## src/rtl/orange_sweep_ctrl_pkg.sv

```systemverilog
// Shared types and sizes for the Orange_a built-in self-test sweep controller.
package orange_pkg;

   localparam int VEC_W = 4;
   localparam int N_VEC = 16;
   localparam int CNT_W = 5;

   typedef enum logic [4:0] {
      IDLE   = 5'b00001,
      HOLD   = 5'b00010,
      SAMPLE = 5'b00100,
      CHECK  = 5'b01000,
      DONE   = 5'b10000
   } state_t;

endpackage

```

## src/rtl/orange_sweep_ctrl_if.sv

```systemverilog
// Control/result bundle between the sweep controller and its host plus the Orange_a under test.
interface orange_sweep_ctrl_if;
   import orange_pkg::*;

   logic             start;
   logic [N_VEC-1:0] expected;
   logic             y;
   logic             a;
   logic             b;
   logic             c;
   logic             d;
   logic             busy;
   logic             done;
   logic [N_VEC-1:0] table_q;
   logic             pass;
   logic [CNT_W-1:0] mismatch_cnt;
   logic [VEC_W-1:0] first_fail;

   modport master (
      output start, expected, y,
      input  a, b, c, d, busy, done, table_q, pass, mismatch_cnt, first_fail
   );

   modport slave (
      input  start, expected, y,
      output a, b, c, d, busy, done, table_q, pass, mismatch_cnt, first_fail
   );

endinterface

```

## src/rtl/orange_sweep_ctrl_fail_scan.sv

```systemverilog
// Combinational scan of a truth-table diff: number of differing bits and lowest differing index.
module orange_fail_scan
   import orange_pkg::*;
(
   input  logic [N_VEC-1:0] i_diff,
   output logic [CNT_W-1:0] o_popcnt,
   output logic [VEC_W-1:0] o_lowest
);

   // Walk from the top bit down so the last hit recorded is the lowest one.
   always_comb begin
      o_popcnt = '0;
      o_lowest = '0;
      for (int i = N_VEC - 1; i >= 0; i--) begin
         o_popcnt = o_popcnt + CNT_W'(i_diff[i]);
         o_lowest = i_diff[i] ? VEC_W'(i) : o_lowest;
      end
   end

endmodule

```

## src/rtl/orange_sweep_ctrl.sv

```systemverilog
// Exhaustive 16-vector sweep of Orange_a: hold each vector, sample y, then compare against a golden table.
module orange_sweep_ctrl
   import orange_pkg::*;
#(
   parameter int SETTLE_CYCLES = 2
)
(
   input  logic                clk,
   input  logic                rst,
   orange_sweep_ctrl_if.slave  bus
);

   localparam logic [VEC_W-1:0] SETTLE_V = SETTLE_CYCLES[VEC_W-1:0];
   localparam logic [VEC_W-1:0] LAST_IDX = 4'd15;

   state_t           r_state;
   logic [VEC_W-1:0] r_idx;
   logic [VEC_W-1:0] r_settle;
   logic [N_VEC-1:0] r_expected;
   logic [N_VEC-1:0] r_table;
   logic             r_busy;
   logic             r_done;
   logic             r_pass;
   logic [CNT_W-1:0] r_mm;
   logic [VEC_W-1:0] r_ff;

   logic [N_VEC-1:0] w_diff;
   logic [CNT_W-1:0] w_popcnt;
   logic [VEC_W-1:0] w_lowest;

   assign w_diff = r_table ^ r_expected;

   orange_fail_scan u_fail_scan (
      .i_diff   (w_diff),
      .o_popcnt (w_popcnt),
      .o_lowest (w_lowest)
   );

   // Sweep sequencer; all outputs are registered here.
   always_ff @(posedge clk) begin
      if (rst) begin
         r_state    <= IDLE;
         r_idx      <= '0;
         r_settle   <= '0;
         r_expected <= '0;
         r_table    <= '0;
         r_busy     <= 1'b0;
         r_done     <= 1'b0;
         r_pass     <= 1'b0;
         r_mm       <= '0;
         r_ff       <= '0;
      end else begin
         r_done <= 1'b0;
         case (r_state)
            IDLE: begin
               if (bus.start) begin
                  r_expected <= bus.expected;
                  r_table    <= '0;
                  r_pass     <= 1'b0;
                  r_mm       <= '0;
                  r_ff       <= '0;
                  r_idx      <= '0;
                  r_settle   <= '0;
                  r_busy     <= 1'b1;
                  r_state    <= HOLD;
               end else begin
                  r_state <= IDLE;
               end
            end
            HOLD: begin
               if (r_settle == SETTLE_V) begin
                  r_state <= SAMPLE;
               end else begin
                  r_settle <= r_settle + 4'd1;
               end
            end
            SAMPLE: begin
               r_table[r_idx] <= bus.y;
               // Termination is decided here so the 4-bit index never wraps.
               if (r_idx == LAST_IDX) begin
                  r_busy  <= 1'b0;
                  r_state <= CHECK;
               end else begin
                  r_idx    <= r_idx + 4'd1;
                  r_settle <= '0;
                  r_state  <= HOLD;
               end
            end
            CHECK: begin
               r_pass  <= (w_diff == '0);
               r_mm    <= w_popcnt;
               r_ff    <= w_lowest;
               r_done  <= 1'b1;
               r_state <= DONE;
            end
            DONE: begin
               r_idx   <= '0;
               r_state <= IDLE;
            end
            default: begin
               r_idx   <= '0;
               r_busy  <= 1'b0;
               r_state <= IDLE;
            end
         endcase
      end
   end

   assign bus.a            = r_idx[3];
   assign bus.b            = r_idx[2];
   assign bus.c            = r_idx[1];
   assign bus.d            = r_idx[0];
   assign bus.busy         = r_busy;
   assign bus.done         = r_done;
   assign bus.table_q      = r_table;
   assign bus.pass         = r_pass;
   assign bus.mismatch_cnt = r_mm;
   assign bus.first_fail   = r_ff;

endmodule

```

## src/flat_wrapper.sv

```systemverilog
// flat-port wrapper written by rule: the top's interface ports become plain ports
module orange_sweep_ctrl_flat import orange_pkg::*;
#(
   parameter int SETTLE_CYCLES = 2
)
  (clk, rst, bus_start, bus_expected, bus_y, bus_a, bus_b, bus_c, bus_d, bus_busy, bus_done, bus_table_q, bus_pass, bus_mismatch_cnt, bus_first_fail);
  orange_sweep_ctrl_if bus_i ();
  input  logic clk;
  input  logic rst;
  input wire logic [$bits(bus_i.start)-1:0] bus_start;
  input wire logic [$bits(bus_i.expected)-1:0] bus_expected;
  input wire logic [$bits(bus_i.y)-1:0] bus_y;
  output wire logic [$bits(bus_i.a)-1:0] bus_a;
  output wire logic [$bits(bus_i.b)-1:0] bus_b;
  output wire logic [$bits(bus_i.c)-1:0] bus_c;
  output wire logic [$bits(bus_i.d)-1:0] bus_d;
  output wire logic [$bits(bus_i.busy)-1:0] bus_busy;
  output wire logic [$bits(bus_i.done)-1:0] bus_done;
  output wire logic [$bits(bus_i.table_q)-1:0] bus_table_q;
  output wire logic [$bits(bus_i.pass)-1:0] bus_pass;
  output wire logic [$bits(bus_i.mismatch_cnt)-1:0] bus_mismatch_cnt;
  output wire logic [$bits(bus_i.first_fail)-1:0] bus_first_fail;
  assign bus_i.start = bus_start;
  assign bus_i.expected = bus_expected;
  assign bus_i.y = bus_y;
  assign bus_a = bus_i.a;
  assign bus_b = bus_i.b;
  assign bus_c = bus_i.c;
  assign bus_d = bus_i.d;
  assign bus_busy = bus_i.busy;
  assign bus_done = bus_i.done;
  assign bus_table_q = bus_i.table_q;
  assign bus_pass = bus_i.pass;
  assign bus_mismatch_cnt = bus_i.mismatch_cnt;
  assign bus_first_fail = bus_i.first_fail;
  orange_sweep_ctrl #(.SETTLE_CYCLES(SETTLE_CYCLES)) u_core (.clk(clk), .rst(rst), .bus(bus_i));
endmodule
```

## config.mk

```make
export PLATFORM = sky130hd
export DESIGN_NAME = orange_sweep_ctrl_flat
export DESIGN_NICKNAME = d
export VERILOG_FILES = /design/src/rtl/orange_sweep_ctrl_pkg.sv /design/src/rtl/orange_sweep_ctrl_if.sv /design/src/rtl/orange_sweep_ctrl_fail_scan.sv /design/src/rtl/orange_sweep_ctrl.sv /design/src/flat_wrapper.sv
export SDC_FILE = /design/constraint.sdc
export NUM_CORES = 1
export LEC_CHECK = 0
export BUFFER_PORTS_ARGS = -buffer_cell sky130_fd_sc_hd__buf_2
export CORE_MARGIN = 1.5
export CORE_UTILIZATION = 57
export DETAILED_ROUTE_END_ITERATION = 8
export PLACE_DENSITY = 0.8
export SLEW_MARGIN = 20
export SYNTH_ARGS = -nofsm -noshare
export SYNTH_HDL_FRONTEND = slang
export SYNTH_HIERARCHICAL = 1
export SYNTH_SLANG_ARGS = --single-unit
```

## constraint.sdc

```tcl
create_clock -name clk -period 4.05 [get_ports clk]
set_input_delay 0.2025 -clock clk [delete_from_list [all_inputs] [get_ports clk]]
set_output_delay 0.2025 -clock clk [all_outputs]
set_load 0.02 [all_outputs]
```

# == After elaboration in Yosys (flattened, before gate mapping) ==
# Cells that the tools add are included.
# Widths: inputs -> output; s select.
# totals
register_bits,57
inputBits,20
out_inout_bits,32
# classes
n_addsub,17
n_lt_le_gt_ge,2
n_eq_ne,12
mux,40
bitwise,3
reduce_logical,13
# ops
cell,n
$mux 4,21
$add 5x1->5,11
$pmux 16 s2,1
$pmux 4 s3,2
$pmux 5 s4,1
$bwmux 16,1
$logic_not 16->1,1
$mux 16,1
$xor 16x16->16,1
$mux 5,2
$pmux 5 s2,1
$add 4x1->4 const B,2
$pmux 4 s2,1
$ne 2x2->1 const B,3
$reduce_and 2->1,3
$reduce_and 3->1,2
$add 4x1->5,1
$eq 5x1->1 const B,1
$eq 5x2->1 const B,1
$eq 5x3->1 const B,1
$eq 5x4->1 const B,1
$eq 5x5->1 const B,1
$lt 4x5->1 const B,1
$mux 1,5
18 further kinds,21

# == Longest topological paths before layout ==
# Gate-level depths: netlist of run 1.
# depth
depth_word,18
ltp_mapped,15
mapped_depth_nobuf,15

# == By module ==
# Netlist of run 1, hierarchy kept.
# modules_own_cells
mod,n_inst,cells_per_inst,area_each_um2,seq_area_each_um2
orange_sweep_ctrl,1,338,2813.9,1141.1
orange_fail_scan,1,71,550.5,0.0

# == Least setup slack after synthesis of run 1 ==
# Ideal clock, no wire load.
# synth_path
kind,flip-flop to flip-flop
from,register u_core.r_table[5] (netlist: u_core/bus.table_q[5])
to,register u_core.r_mm[4] (netlist: u_core/bus.mismatch_cnt[4])
setup_time_ps,70
arrival_time_ps,3768
required_ps,3980
slack_ps,211
stages_incl_launch_ff,15
path_buffers,0
synth_period_minus_slack_ps,3839
cell_sequence,dfxtp_1 xor2_1 inv_1 fa_1 fa_1 fa_1 fa_1 inv_1 ha_1 inv_1 fa_1 nor2b_1 o21a_1 nand2_1 a21oi_1
# synth_between
elab_chain_len,8
# synth_rtl
item,line_no,rtl
start: declaration,orange_sweep_ctrl.sv:20,logic [N_VEC-1:0] r_table;
start signal: indexed assignment,orange_sweep_ctrl.sv:78,r_table[r_idx] <= bus.y;
$xor 16x16->16,orange_sweep_ctrl.sv:31,assign w_diff = r_table ^ r_expected;
net u_core.w_diff[5],orange_sweep_ctrl.sv:27,logic [N_VEC-1:0] w_diff;
$add 5x1->5 (6 in a row),orange_sweep_ctrl_fail_scan.sv:15,o_popcnt = o_popcnt + CNT_W'(i_diff[i]);
net u_core.w_popcnt[4],orange_sweep_ctrl.sv:28,logic [CNT_W-1:0] w_popcnt;
$pmux 5 s2,orange_sweep_ctrl.sv:54,case (r_state)
end signal: assignment,orange_sweep_ctrl.sv:91,r_mm <= w_popcnt;
end: declaration,orange_sweep_ctrl.sv:24,logic [CNT_W-1:0] r_mm;
# The timed path passes the listed nets, and every way through them passes these cells.
# A chain may end at the register's enable or synchronous reset.

# == Final worst setup path of run 1 ==
# layout_path
from,register u_core.r_table[13] (netlist: u_core/bus.table_q[13])
to,register u_core.r_mm[4] (netlist: u_core/bus.mismatch_cnt[4])
# layout_between
elab_chain_len,16
# layout_rtl
item,line_no
$xor 16x16->16,orange_sweep_ctrl.sv:31
net u_core.w_diff[13],orange_sweep_ctrl.sv:27
$add 2x1->3,orange_sweep_ctrl_fail_scan.sv:15
$add 3x1->4,orange_sweep_ctrl_fail_scan.sv:15
$add 4x1->5,orange_sweep_ctrl_fail_scan.sv:15
$add 5x1->5 (11 in a row),orange_sweep_ctrl_fail_scan.sv:15
net u_core.w_popcnt[4],orange_sweep_ctrl.sv:28
$pmux 5 s2,orange_sweep_ctrl.sv:54
# The timed path passes the listed nets, and every way through them passes these cells.

==> flow_summary.toml, run 1 <==
[routing]
viasPerCell = 5.96
drc = 0
first_pass_iters = 5
wl_per_cell_um = 15.5
ant_nets = 0
dr_total_vias = 3091
drt_iter0_drc = 163
wirelength_um = 8070

[layout]
mostFrequentLayoutCell = "dfxtp_1"
utilization_pct = 68.3
finalInstanceArea_um2 = 3830
drive_gt1_share_pct = 19.9
syn_to_final_growth_pct = 13.9
layout_common_cells = "dfxtp_1 (56), a21oi_1 (52), buf_2 (51), nand2_1 (47), inv_1 (28)"
fin_nets = 483
n_antenna_cell = 0

[setup_path]
cp_cell_sequence = "xor2_2, inv_1, fa_1, fa_1, fa_1, fa_1, inv_1, ha_1, inv_1, fa_1, nor2b_1, o21a_1, nand2_1, a21oi_1"
critPathKind = "reg -> reg"
cpMostUsedCell = "fa_1"
rr_startpoint = "u_core/bus.table_q[13]"
cpLargestDelayFamily = "adder cells"
worstPathArrival_ns = 4.11
timing.rr.end = "u_core/bus.mismatch_cnt[4]"
cpPeakStageDelay_ns = 0.53
critPathRequiredTime_ns = 4.30
r2r_cells = 14
cp_max_fo = 5
worst_setup_path_start_kind = "flop"
path_buf_inv = 3
rrSetupSlack_ns = 0.19
endpoint_kind = "flop"
slowest_stage = "fa_1"

[floorplanning]
die_y_um = 79.8
num_rows = 27
die_x_um = 79.8
num_io_pins = 52
dieArea_um2 = 6370
core_area_um2 = 5610
start_util_pct = 60.0

[worst_hold_path]
hold_path_depth = 3
hp-class = "in -> reg"
hold_start = "bus_expected[9]"
min_to = "u_core/r_expected[9]"

[global_routing]
grt_pass1_vias = 2746
grt_max_degree = 59
grt.total_usage_pct = 26.5
antenna_found_initial = 0
grt_pass1_wl_um = 13000
grt_overflow = 0

[clocking]
clkTransAtPathRegs_ns = 0.06
postCtsHoldBufs = 0
clockRootBuffer = "clkbuf_8"
cts_tree = "done"
max-clock-path-buffers = 2
clk_latency_ns = 0.33
numCtsBuffers = 9
h-tree-depth = 3
clock-sinks = 57

[timing]
slew_headroom_pct = 29.2
tightest_slew_ns = 1.06
period_needed_ns = 3.86
timing.fmax_mhz = 259
setup_viol = 0
clock_skew_ns = 0.00254
finalMaxSlewViolations = 0
fin_crit_sh_pct = 95.2
hold_violations = 0

[status]
status = "finished clean"

[place]
gp_congestion = 0.931
place_area_um2 = 3560
place_hpwl_um = 5610
port_buffers = 51

[pwr]
vdd.ir_drop.worst_mv = 0.265
power_density_nw_per_um2 = 367
p_leak_nw = 1.56

[synth]
syn-num-nets = 450
yosysWarnings = 6
ys_types = 55
synth_cells = 409
synth_edf_count = 0
synth-seq-cells = 57
synth_seq_area_share_pct = 33.9
post_synth.cell_area_avg_um2 = 8.23
async_flop_share_pct = 0
synth_ff_type = "dfxtp_1"
synth.cell_area_um2 = 3360

[flow_run]
max_cap_violations = 0
[through the flow]
stage / hold slack (ns) / total power, W / instances / setup TNS, ns / setup slack (ns)
floorplan: 0.338 / 0.000826 / 409 / 0 / 0.211
global placement: 0.442 / 0.000881 / 501 / 0 / 0.194
detailed placement: 0.447 / 0.000896 / 501 / 0 / 0.0803
CTS: 0.0894 / 0.00141 / 517 / 0 / 0.0627
global route: 0.0879 / 0.00149 / 519 / -0.0106 / -0.0106
finish: 0.104 / 0.00141 / 519 / 0 / 0.193
[power by group]
group / switching (W) / total [W] / internal, W / leakage, nW
clock: 0.000216 / 0.000516 / 0.000299 / 0.0974
sequential: 0.0000162 / 0.000593 / 0.000577 / 0.462
combinational: 0.000180 / 0.000298 / 0.000118 / 1.00
total: 0.000413 / 0.00141 / 0.000994 / 1.56
[state kept, by name, indices dropped and copies added (netlist names)]
name,cells
u_core/bus.mismatch_cnt,5
u_core/bus.table_q,16
u_core/r_expected,16
u_core/r_state,5
u_core/bus.done,1
u_core/r_idx,4
u_core/bus.pass,1
u_core/r_settle,4
u_core/bus.busy,1
u_core/bus.first_fail,4
[layout make-up]
type / instances / area (µm²)
well taps: 72 / 90.1
clock inverters: 3 / 40.0
inverters: 29 / 109
fillers: 471 / 1780
flip-flops and latches: 57 / 1140
multi-input cells: 291 / 2020
repair buffers: 54 / 278
clock buffers: 13 / 149
[routing by layer]
| metal | track usage [%] | routed length (µm) |
|---|---|---|
| met2 | 44.2 | 4030 |
| met4 | 10.5 | 143 |
| met1 | 32.3 | 3490 |
| met5 | 0 | 0 |
| met3 | 7.43 | 407 |
[kinds of logic (layout without fill, tap and decap cells)]
group	after synthesis	in the layout	synth area share (%)
compound gates	111	111	20.6
xor+xnor	20	20	5.21
flops	57	57	33.9
buf+inv	61	99	7.92
fa+ha+maj	21	21	10.0
simple gates	139	139	22.4
[worst max path at each step]
stage | from | endpoint | cells past startpoint
floorplan | u_core/bus.table_q[5] | u_core/bus.mismatch_cnt[4] | 14
global placement | u_core/bus.table_q[7] | u_core/bus.mismatch_cnt[4] | 14
detailed placement | u_core/bus.table_q[7] | u_core/bus.mismatch_cnt[4] | 14
CTS | u_core/bus.table_q[7] | u_core/bus.mismatch_cnt[4] | 14
global route | u_core/bus.table_q[9] | u_core/bus.mismatch_cnt[4] | 14
finish | u_core/bus.table_q[13] | u_core/bus.mismatch_cnt[4] | 14
[timing repair]
item / 4_1_cts / 5_1_grt
endpoints found under the hold margin: 0 / 0
resized for setup: 0 / 11
setup endpoints to repair: 0 / 3
buffers inserted: 0 / 2
[cell usage after synthesis (all sizes together) (2+ instances only)]
library cell   n  area share [%]
o311ai         3            0.78
o21ai         22             3.3
clkbuf        21             2.4
nor4           7             1.5
a311oi         2            0.71
a211oi        16             3.9
or2            2            0.37
nor2b          5            0.93
nor3b          4             1.2
and3           2            0.37
nor3           8             1.5
buf           11             2.3
nand2         47             5.2
nand3b         2            0.45
or3            3            0.56
dfxtp         57              34
nand4         16             3.0
fa            10             6.0
o41ai          4             1.0
ha            11             4.1
xnor2          3            0.78
a211o          2            0.52
nand2b         2            0.37
xor2          17             4.4
a21oi         52             7.7
nor2          19             2.6
nand3         14             2.1
a41oi          2            0.52
inv           29             3.2
nand4b         2            0.52
and2           2            0.37
[worst register-to-register path, cell delays in order, from the launching register on]
cell	delay [ns]
dfxtp_1	0.40
xor2_2	0.26
inv_1	0.12
fa_1	0.53
fa_1	0.42
fa_1	0.51
fa_1	0.42
inv_1	0.07
ha_1	0.17
inv_1	0.06
fa_1	0.41
nor2b_1	0.14
o21a_1	0.12
nand2_1	0.04
a21oi_1	0.11
No activity file was read; power rests on OpenSTA's default activity.
==> run 2, diff against run 1 <==
--- a/config.mk
+++ b/config.mk
@@ -7,9 +7,9 @@
 export LEC_CHECK = 0
 export BUFFER_PORTS_ARGS = -buffer_cell sky130_fd_sc_hd__buf_2
 export CORE_MARGIN = 1.5
-export CORE_UTILIZATION = 57
+export CORE_UTILIZATION = 40
+export CTS_CLUSTER_SIZE = 20
 export DETAILED_ROUTE_END_ITERATION = 8
-export PLACE_DENSITY = 0.8
 export SLEW_MARGIN = 20
 export SYNTH_ARGS = -nofsm -noshare
 export SYNTH_HDL_FRONTEND = slang
==> run 2 against run 1 <==
Setup slack improved by 0.027 ns. Largest power group is now the clock network. Non-clock buffer count rose by 1. Count of clock-buffer cells in the layout did not move. Hold slack got worse by 0.00079 ns. Global-route usage fell by 6.5 points.
==> flow_summary.toml, run 2 (synthesis gave the netlist of run 1 again) <==
[status]
status = "finished clean"

[clocking]
postCtsHoldBufs = 0
clockRootBuffer = "clkbuf_8"
numCtsBuffers = 9
cts_tree = "done"
max-clock-path-buffers = 2
clk_latency_ns = 0.33
clkTransAtPathRegs_ns = 0.07
h-tree-depth = 3
clock-sinks = 57

[floorplanning]
dieArea_um2 = 8970
core_area_um2 = 8180
die_y_um = 94.7
num_rows = 33
num_io_pins = 52
die_x_um = 94.7
start_util_pct = 41.2

[timing]
clock_skew_ns = 0.0105
finalMaxSlewViolations = 0
timing.fmax_mhz = 261
slew_headroom_pct = 38.8
period_needed_ns = 3.83
fin_crit_sh_pct = 94.6
setup_ws_ns = 0.221
tns_ns = 0
setup_viol = 0
hold_violations = 0
tightest_slew_ns = 0.915

[layout]
mostFrequentLayoutCell = "dfxtp_1"
syn_to_final_growth_pct = 15.9
fin_cells = 552
fillCellCount = 819
seqCellArea_um2 = 1140
drive_gt1_share_pct = 19.2
n_antenna_cell = 0
fin_nets = 484
layout_common_cells = "dfxtp_1 (57), a21oi_1 (52), buf_2 (50), nand2_1 (47), inv_1 (29)"
multiInputGateArea_um2 = 2000

[worst_hold_path]
hold_start = "bus_expected[10]"
hold_path_depth = 3
hp-class = "in -> reg"
min_to = "u_core/r_expected[10]"

[place]
place_hpwl_um = 6150
gp_congestion = 0.853
port_buffers = 51
dp_cells = 536
pre_cts_ws_ns = 0.130

[routing]
wirelength_um = 8560
drc = 0
wl_per_cell_um = 15.5
ant_nets = 0
drt_iter0_drc = 157
first_pass_iters = 4
dr_total_vias = 3036
viasPerCell = 5.50

[setup_path]
cpMostUsedCell = "fa_1"
critPathKind = "reg -> reg"
r2r_cells = 13
cpLargestDelayFamily = "adder cells"
cpPeakStageDelay_ns = 0.56
rrSetupSlack_ns = 0.22
path_buf_inv = 3
worst-path-stages = 13
worst_setup_path_start_kind = "flop"
endpoint_kind = "flop"
critPathRequiredTime_ns = 4.31
worstPathArrival_ns = 4.09
cp_cell_sequence = "xor2_2, inv_1, fa_1, fa_1, fa_1, fa_1, inv_1, ha_1, inv_1, fa_1, xnor2_1, nand2_1, a21oi_1"
slowest_stage = "fa_1"
rr_startpoint = "u_core/bus.table_q[5]"
cp_max_fo = 4
timing.rr.end = "u_core/bus.mismatch_cnt[2]"

[global_routing]
grt.total_usage_pct = 20.1
grt_overflow = 0
grt_pass1_vias = 2775
antenna_found_initial = 0
grt_max_degree = 59
grt_pass1_wl_um = 13700

[pwr]
p_leak_nw = 1.59
power_density_nw_per_um2 = 386
vdd.ir_drop.worst_mv = 0.150
finalPower_w = 0.00151

[flow_run]
max_cap_violations = 0
run 2: changes by cell type in the layout (fill, tap and decap cells not counted), moves of 2 or more:
cell,change
clkbuf_1,-2
clkinv_2,-2
xor2_1,+3
xor2_2,-3
clkbuf_8,+2
buf_4,+2
run 2: through the flow:
stage / instance area (µm²) / hold slack [ns] / utilization, %
floorplan: 3360 / 0.338 / -
global placement: 3620 / 0.443 / 44.2
detailed placement: 3620 / 0.451 / 44.2
CTS: 3840 / 0.0846 / 47.0
global route: 3900 / 0.104 / 47.7
finish: 3900 / 0.103 / 47.7
run 2: timing repair:
item | in CTS | in global routing
buffers inserted | 0 | 1
resized for setup | 0 | 6
setup endpoints to repair | 0 | 4
run 2: final cells by class:
class	count	share of cell area, %
Clock buffer	13	4.33
Timing Repair Buffer	55	7.38
Inverter	29	2.79
Multi-Input combinational cell	291	51.3
Sequential cell	57	29.3
Tap cell	105	3.37
Clock inverter	2	1.54
run 2: worst max-delay path by stage:
| stage | start | endpoint | slack [ns] |
|---|---|---|---|
| after detailed placement | u_core/bus.table_q[5] | u_core/bus.mismatch_cnt[2] | 0.13 |
| after global routing | u_core/bus.table_q[5] | u_core/bus.mismatch_cnt[2] | -0.006 |
| after CTS | u_core/bus.table_q[5] | u_core/bus.mismatch_cnt[2] | 0.12 |
| after global placement | u_core/bus.table_q[5] | u_core/bus.mismatch_cnt[4] | 0.21 |
| after floorplan | u_core/bus.table_q[5] | u_core/bus.mismatch_cnt[4] | 0.21 |
| final | u_core/bus.table_q[5] | u_core/bus.mismatch_cnt[2] | 0.22 |
run 2: where the power goes:
| part | total [W] | switching [W] | internal [W] |
|---|---|---|---|
| registers | 0.000591 | 0.0000150 | 0.000576 |
| logic | 0.000300 | 0.000184 | 0.000116 |
| clock network | 0.000615 | 0.000221 | 0.000394 |
| total | 0.00151 | 0.000419 | 0.00109 |
run 2: metal layers:
layer	vias up	global-route usage (%)	wire length (µm)
li1	1501	-	-
met1	1452	27.1	4020
met2	77	30.8	4050
met3	6	4.67	413
met4	0	7.96	87
met5	-	0	0
run 2: tightest hold or removal path: cells and delay by family:
kind / cells / cell delay, ns
AO/OA/AOI/OAI: 1 / 0.05
buffers and inverters: 1 / 0.09
AND/OR/NAND/NOR: 1 / 0.05
==> run 3, diff against run 2 <==
==> constraint.sdc (replaced) <==
create_clock -name clk -period 4.9 [get_ports clk]
set_input_delay 0.245 -clock clk [delete_from_list [all_inputs] [get_ports clk]]
set_output_delay 0.245 -clock clk [all_outputs]
set_load 0.02 [all_outputs]
==> run 3 against run 2 <==
Final cell count fell by 0.36%. Fmax decreased by 4.2%. Core utilization is 1.5 points lower. Register-to-register slack better by 0.68 ns. Global-route usage up 0.50 points. Clock power shrank 36%. Die area did not move. Combinational power down 17%. Critical endpoint is now u_core/bus.mismatch_cnt[4].
==> flow_summary.toml, run 3 (synthesis gave the netlist of run 1 again) <==
[status]
status = "finished clean"

[clocking]
clockRootBuffer = "clkbuf_8"
h-tree-depth = 3
clk_latency_ns = 0.34
clock-sinks = 57
cts_resized = 0
numCtsBuffers = 9
postCtsHoldBufs = 0
clkTransAtPathRegs_ns = 0.07
max-clock-path-buffers = 2
post-cts-setup-buffers = 0
cts_tree = "done"

[floorplanning]
dieArea_um2 = 8970
num_rows = 33
die_x_um = 94.7
start_util_pct = 41.2
core_area_um2 = 8180
die_y_um = 94.7
num_io_pins = 52

[routing]
dr_total_vias = 3017
viasPerCell = 5.49
first_pass_iters = 4
wl_per_cell_um = 15.9
drc = 0
wirelength_um = 8760
drt_iter0_drc = 135
ant_nets = 0

[timing]
slew_headroom_pct = 38.5
period_needed_ns = 4.00
fin_crit_sh_pct = 81.5
finalMaxSlewViolations = 0
setup_viol = 0
hold_violations = 0
timing.fmax_mhz = 250
clock_skew_ns = 0.00992
tightest_slew_ns = 0.920
tns_ns = 0
rsz0062_at_grt = "no"

[setup_path]
critPathRequiredTime_ns = 5.16
rrSetupSlack_ns = 0.90
timing.rr.end = "u_core/bus.mismatch_cnt[4]"
r2r_cells = 14
critPathKind = "reg -> reg"
endpoint_kind = "flop"
rr_startpoint = "u_core/bus.table_q[5]"
worst_setup_path_start_kind = "flop"
cp_max_fo = 5
critPathLaunch = "u_core/bus.table_q[5]"
worstPathArrival_ns = 4.26

[global_routing]
grt_pass1_wl_um = 14000
grt_pass1_vias = 2797
grt_max_degree = 59
grt_overflow = 0
grt.total_usage_pct = 20.6
antenna_found_initial = 0

[layout]
multiInputGateArea_um2 = 1960
fin_nets = 481
layout_common_cells = "dfxtp_1 (57), a21oi_1 (52), buf_2 (50), nand2_1 (47), inv_1 (29)"
fin_cells = 550
drive_gt1_share_pct = 17.8
mostFrequentLayoutCell = "dfxtp_1"
fillCellCount = 829
syn_to_final_growth_pct = 12.2
utilization_pct = 46.2
seqCellArea_um2 = 1140
n_antenna_cell = 0

[worst_hold_path]
hp-class = "in -> reg"
hold_start = "bus_expected[12]"
hold_path_depth = 3
min_to = "u_core/r_expected[12]"

[pwr]
p_leak_nw = 1.55
vdd.ir_drop.worst_mv = 0.117
combPwrFrac_pct = 22.0
power_density_nw_per_um2 = 299
sequentialPowerShare_pct = 43.2
power_frac_clock_pct = 34.8
switchingPower_w = 0.000363
swShare_pct = 32.2
p_int_w = 0.000765

[place]
dp_cells = 534
gp_congestion = 0.825
place_hpwl_um = 6200
port_buffers = 51

[flow_run]
max_cap_violations = 0
-- run 3: final cells by class --
class | instances | area share, %
sequential | 57 | 30.2
timing repair buffer | 52 | 7.03
tap | 105 | 3.48
inverter | 29 | 2.88
clock inverter | 6 | 0.895
clock buffer | 10 | 3.65
multi-input combinational | 291 | 51.8
-- run 3: worst max-delay path by stage --
stage	to	slack (ns)	depth (start not counted)
6_report	u_core/bus.mismatch_cnt[4]	0.90	14
5_1_grt	u_core/bus.mismatch_cnt[4]	0.61	14
4_1_cts	u_core/bus.mismatch_cnt[4]	0.89	14
3_5_place_dp	u_core/bus.mismatch_cnt[4]	0.91	14
3_3_place_gp	u_core/bus.mismatch_cnt[4]	0.98	14
2_1_floorplan	u_core/bus.mismatch_cnt[4]	1.06	14
-- run 3: metrics by stage --
step | total power (W) | hold WS (ns) | worst slack, ns | cell area (µm²)
2_1_floorplan | 0.000683 | 0.381 | 1.06 | 3360
3_3_place_gp | 0.000738 | 0.456 | 0.980 | 3600
3_5_place_dp | 0.000745 | 0.458 | 0.912 | 3600
4_1_cts | 0.00114 | 0.129 | 0.890 | 3770
5_1_grt | 0.00120 | 0.142 | 0.609 | 3770
6_report | 0.00113 | 0.140 | 0.904 | 3770
-- run 3: worst max-delay path: stages (launching register included) --
cell and delay, ns:
dfxtp_1 0.38, xor2_1 0.34, inv_1 0.15, fa_1 0.58, fa_1 0.44, fa_1 0.53, fa_1 0.41, inv_1 0.07
ha_1 0.17, inv_1 0.06, fa_1 0.39, nor2b_1 0.12, o21a_1 0.11, nand2_1 0.04, a21oi_1 0.13
-- run 3: power groups by stage --
| stage | combinational [W] | sequential (W) | clock [W] |
|---|---|---|---|
| 2_1_floorplan | 0.000188 | 0.000494 | 0 |
| 3_3_place_gp | 0.000241 | 0.000497 | 0 |
| 3_5_place_dp | 0.000247 | 0.000498 | 0 |
| 4_1_cts | 0.000248 | 0.000487 | 0.000404 |
| 5_1_grt | 0.000287 | 0.000489 | 0.000425 |
| 6_report | 0.000248 | 0.000488 | 0.000392 |
-- run 3: routing by layer --
metal / up-vias / global-route usage [%] / wire [µm]
li1: 1497 / - / -
met1: 1440 / 27.3 / 3980
met2: 72 / 33.8 / 4250
met3: 8 / 3.22 / 456
met4: 0 / 6.84 / 82
met5: - / 0 / 0
